### src/rtl/alu_multicycle.sv
// Multi-cycle ALU: single-cycle arithmetic/logic ops, and shifts that iterate
// one bit per clock in a dedicated SHIFT state.
module alu_multicycle (
  input  logic        clk,
  input  logic        rstn,
  input  logic        start,
  input  logic [3:0]  alu_op,
  input  logic [31:0] a,
  input  logic [31:0] b,
  output logic        busy,
  output logic        done,
  output logic [31:0] result,
  output logic        zero
);

  localparam int unsigned W   = 32;
  localparam int unsigned SHW = 5;

  localparam logic [3:0] OP_ADD  = 4'b0000;
  localparam logic [3:0] OP_SUB  = 4'b0001;
  localparam logic [3:0] OP_SLT  = 4'b0010;
  localparam logic [3:0] OP_SLTU = 4'b0011;
  localparam logic [3:0] OP_AND  = 4'b0100;
  localparam logic [3:0] OP_OR   = 4'b0101;
  localparam logic [3:0] OP_XOR  = 4'b0110;
  localparam logic [3:0] OP_SLL  = 4'b1000;
  localparam logic [3:0] OP_SRL  = 4'b1001;
  localparam logic [3:0] OP_SRA  = 4'b1011;

  localparam logic [1:0] SH_SLL = 2'b00;
  localparam logic [1:0] SH_SRL = 2'b01;

  typedef enum logic [1:0] {
    IDLE  = 2'b00,
    SHIFT = 2'b01,
    DONE  = 2'b10
  } state_t;

  state_t           state;
  logic [W-1:0]     acc;
  logic [SHW-1:0]   cnt;
  logic [1:0]       sh_kind;

  logic [W-1:0]     alu_c;
  logic             is_shift_c;
  logic [SHW-1:0]   shamt_c;
  logic [W-1:0]     acc_next_c;

  // Single-cycle result; shift ops yield A, which is the shamt==0 answer.
  always_comb begin
    alu_c      = '0;
    is_shift_c = 1'b0;
    shamt_c    = b[SHW-1:0];
    case (alu_op)
      OP_ADD:  alu_c = a + b;
      OP_SUB:  alu_c = a - b;
      OP_SLT:  alu_c = W'($signed(a) < $signed(b));
      OP_SLTU: alu_c = W'(a < b);
      OP_AND:  alu_c = a & b;
      OP_OR:   alu_c = a | b;
      OP_XOR:  alu_c = a ^ b;
      OP_SLL, OP_SRL, OP_SRA: begin
        alu_c      = a;
        is_shift_c = 1'b1;
      end
      default: alu_c = '0;
    endcase
  end

  // One-bit step of the iterating shifter.
  always_comb begin
    acc_next_c = acc;
    case (sh_kind)
      SH_SLL:  acc_next_c = {acc[W-2:0], 1'b0};
      SH_SRL:  acc_next_c = {1'b0, acc[W-1:1]};
      default: acc_next_c = {acc[W-1], acc[W-1:1]};
    endcase
  end

  always_ff @(posedge clk) begin
    if (!rstn) begin
      state   <= IDLE;
      acc     <= '0;
      cnt     <= '0;
      sh_kind <= SH_SLL;
      result  <= '0;
      zero    <= 1'b1;
      busy    <= 1'b0;
      done    <= 1'b0;
    end else begin
      case (state)
        IDLE, DONE: begin
          if (start && is_shift_c && (shamt_c != '0)) begin
            acc     <= a;
            cnt     <= shamt_c;
            sh_kind <= alu_op[1:0];
            state   <= SHIFT;
            busy    <= 1'b1;
            done    <= 1'b0;
          end else if (start) begin
            result  <= alu_c;
            zero    <= (alu_c == '0);
            state   <= DONE;
            busy    <= 1'b0;
            done    <= 1'b1;
          end else begin
            state   <= IDLE;
            busy    <= 1'b0;
            done    <= 1'b0;
          end
        end
        SHIFT: begin
          // start is deliberately ignored here; result stays put until the last step.
          acc <= acc_next_c;
          cnt <= cnt - SHW'(1);
          if (cnt == SHW'(1)) begin
            result <= acc_next_c;
            zero   <= (acc_next_c == '0);
            state  <= DONE;
            busy   <= 1'b0;
            done   <= 1'b1;
          end
        end
        default: begin
          state <= IDLE;
          busy  <= 1'b0;
          done  <= 1'b0;
        end
      endcase
    end
  end

endmodule
### config.mk
export PLATFORM = sky130hd
export DESIGN_NAME = alu_multicycle
export DESIGN_NICKNAME = d
export VERILOG_FILES = /design/src/rtl/alu_multicycle.sv
export SDC_FILE = /design/constraint.sdc
export NUM_CORES = 1
export LEC_CHECK = 0
export CORE_UTILIZATION = 45
export CTS_CLUSTER_SIZE = 20
export DETAILED_ROUTE_END_ITERATION = 8
export DONT_BUFFER_PORTS = 1
export PLACE_DENSITY = 0.58
export SLEW_MARGIN = 40
export SYNTH_ARGS = -nofsm -noshare
export SYNTH_HDL_FRONTEND = slang
export SYNTH_SLANG_ARGS = --single-unit
### constraint.sdc
create_clock -name clk -period 4.2 [get_ports clk]
set_input_delay 0.84 -clock clk [delete_from_list [all_inputs] [get_ports clk]]
set_output_delay 0.84 -clock clk [all_outputs]
set_load 0.005 [all_outputs]
==> impl_metrics.tcl <==
set metrics [dict create \
    status "complete, no violations" \
    drive_gt1_share_pct 11.93 \
    ys_types 76 \
    dp_hpwl_um 32830 \
    drt_iter0_markers 1302 \
    report.final.hold_viol_count 0 \
    placeableCoreArea_um2 21020 \
    grt_max_degree 52 \
    slowest_delay_ps 620 \
    synthToLayoutAreaGrowth_pct 13.78 \
    final_cells 1734 \
    place_ws_ps -257.3 \
    period_needed_ps 4147 \
    p_total_w 0.002818 \
    via_per_inst 6.566 \
    p_leak_nw 4.533 \
    synth_edf_count 0 \
    vias 11390 \
    drt-total-wl_um 41820 \
    ant_nets 0 \
    cts_tree "yes" \
    h-tree-depth 3 \
    die_h_um 148.4 \
    power_frac_seq_pct 27.7 \
    postSynthAreaPerCell_um2 6.835 \
    dp.cells 1719 \
    numCtsBuffers 9 \
    worstSetupStartpoint "a[0]" \
    cp.arrival_ps 4410 \
    io_pins 106 \
    yosysWarningCount 0 \
    setup_viol 0 \
    worstPathMaxFanout 6 \
    grt_pass1_wl_um 62630 \
    antenna_cells 0 \
    r2r_start "cnt[0]" \
    start_util_pct 45.91 \
    route.detailed.drc 0 \
    portBuffers 0 \
    cts.sinks 74 \
    gp_congestion 1.006 \
    rsz0062_at_grt "no" \
    clkPwrFrac_pct 29.8 \
    postLayoutSetupSlackWorst_ps 52.86 \
    power.switching_w 0.001092 \
    syn_inst 1412 \
    netlist_area_um2 9651 \
    whs_ps 468.8 \
    nets 1633 \
    crit_chain "ha_1, fa_1, a211oi_1, buf_4, o31ai_2, o211ai_1, a2111oi_1, buf_4, o31ai_1, a41oi_1, xnor2_1, o211ai_1, nor4b_2, nand2_1, a31oi_1" \
    critical_path_class "in -> reg" \
    overflow 0 \
    nFillCells 2132 \
    crit_required_ps 4470 \
    clockBufferDepth 2 \
    synth_fp_nets 1590 \
    row_count 53 \
    ys_seq_area_share_pct 15.35 \
    ys_async_sr_fraction_pct 0 \
    post-cts-setup-buffers 0 \
    p_per_area_nw_per_um2 256.7 \
    swShare_pct 38.74 \
    dr.pass1.iters 5 \
    worstMarginPinSlew_ps 781.6 \
    grt_pass1_vias 10550 \
    cp-end-kind "flip-flop" \
    cpMaxStageDelayCell "o31ai_2" \
    start_kind "input pin" \
    min_from "result[29]" \
    synth_seq_cells 74 \
    antenna_found_initial 1 \
    hp-class "reg -> reg" \
    cts-root-buf "clkbuf_16" \
    drv_cap 0 \
    die_w_um 148.4 \
    irDropWorstVdd_uv 333.8 \
    ys.flop_type "dfxtp_1" \
    max_freq_mhz 241.1 \
    grt_util_all_layers_pct 37.47 \
    insertion_delay_ps 340 \
    place_area_um2 10660 \
    min_period_over_period_pct 98.74 \
    p_int_w 0.001727 \
    wl_per_cell_um 24.12 \
    postCtsHoldBufs 0 \
    slew_headroom_pct 46.55 \
    stdcell_area_um2 10980 \
    comb_power_share_pct 42.5 \
    finalClockSkew_ps 7.393 \
    drv_slew 0 \
    dieArea_um2 22040 \
    clk_pin_slew_worst_paths_ps 60 \
]
per-stage QoR:
step                TNS, ps  utilization [%]
global placement     -422.3            50.70
global route              0            52.24
CTS                       0            52.22
floorplan                 0                -
finish                    0            52.24
detailed placement   -526.3            50.72
cells by family after synthesis:
family,share of synthesized area [%]
AO/OA/AOI/OAI,34.50
XOR/XNOR,0.6353
adder cells (fa/ha/maj),14.03
buffers and inverters,7.520
flip-flops,15.35
multiplexers,2.515
AND/OR/NAND/NOR,25.45
worst max-delay path, delay by kind of cell:
| kind | cells | cell delay (ps) |
|---|---|---|
| compound gates | 8 | 2300 |
| xor+xnor | 1 | 230 |
| fa+ha+maj | 2 | 380 |
| simple gates | 2 | 310 |
| buf+inv | 2 | 350 |
registers in the layout (all words and copies together) (netlist names):
register	flops
cnt	5
acc	32
done	1
busy	1
sh_kind	2
zero	1
result	32
repair_timing:
action,4_1_cts,5_1_grt
gates resized for setup,0,1
endpoints found under the setup margin,0,2
hold endpoints to repair,0,0
placed cells by master (no fill, tap or decap), types with 25 or more instances in the layout:
cell,instances
a21oi_1,162
a221oi_1,39
buf_4,121
dfxtp_1,74
ha_1,105
inv_1,94
nand2_1,148
nand3_1,25
nor2_1,170
nor3_1,27
o211ai_1,26
o21ai_0,74
power by group through the flow:
| stage | registers [W] | logic, W | clock network, W |
|---|---|---|---|
| global placement | 0.000794 | 0.00116 | 0 |
| floorplan | 0.000782 | 0.000746 | 0 |
| finish | 0.000780 | 0.00120 | 0.000840 |
| global route | 0.000784 | 0.00129 | 0.000871 |
| detailed placement | 0.000794 | 0.00116 | 0 |
| CTS | 0.000779 | 0.00117 | 0.000848 |
synthesized netlist by cell type, types with 15 or more instances:
cell type,n,area (um2)
nand2_1,148,555.5
dfxtp_1,74,1481
mux2i_1,22,220.2
o21ai_0,74,370.4
nand4_1,20,125.1
nor2_1,172,645.6
clkbuf_1,75,281.5
o211ai_1,26,195.2
nand2b_1,15,93.84
a211oi_1,21,157.7
a221oi_1,39,341.6
inv_1,94,352.8
nand3_1,25,125.1
ha_1,105,1314
nor4_1,22,137.6
o31ai_1,18,135.1
nor3_1,27,135.1
a21oi_1,163,815.8
nor2b_1,18,112.6
path summary, 6_finish.rpt:
kind,to,depth (start not counted),slack (ps)
setup / recovery,zero,15,50
hold / removal,result[29],2,470
setup reg to reg,result[20],8,1840
hold reg to reg,result[29],2,470
per-layer routing:
layer / GRT usage, % / part of all wire (%) / up-vias
li1: - / - / 5254
met5: 0 / 0 / -
met3: 8.006 / 10 / 109
met1: 49.54 / 42 / 5367
met4: 16.08 / 4.0 / 0
met2: 58.41 / 44 / 656
cell type report:
class | instances | area [um2] | area share (%)
well taps | 275 | 344.1 | 3.134
multi-input cells | 1149 | 7473 | 68.06
inverters | 95 | 357.8 | 3.259
repair buffers | 126 | 1008 | 9.184
clock buffers | 9 | 225.2 | 2.051
flip-flops and latches | 74 | 1481 | 13.49
clock inverters | 6 | 90.09 | 0.8204
No activity file was read; power rests on OpenSTA's default activity.
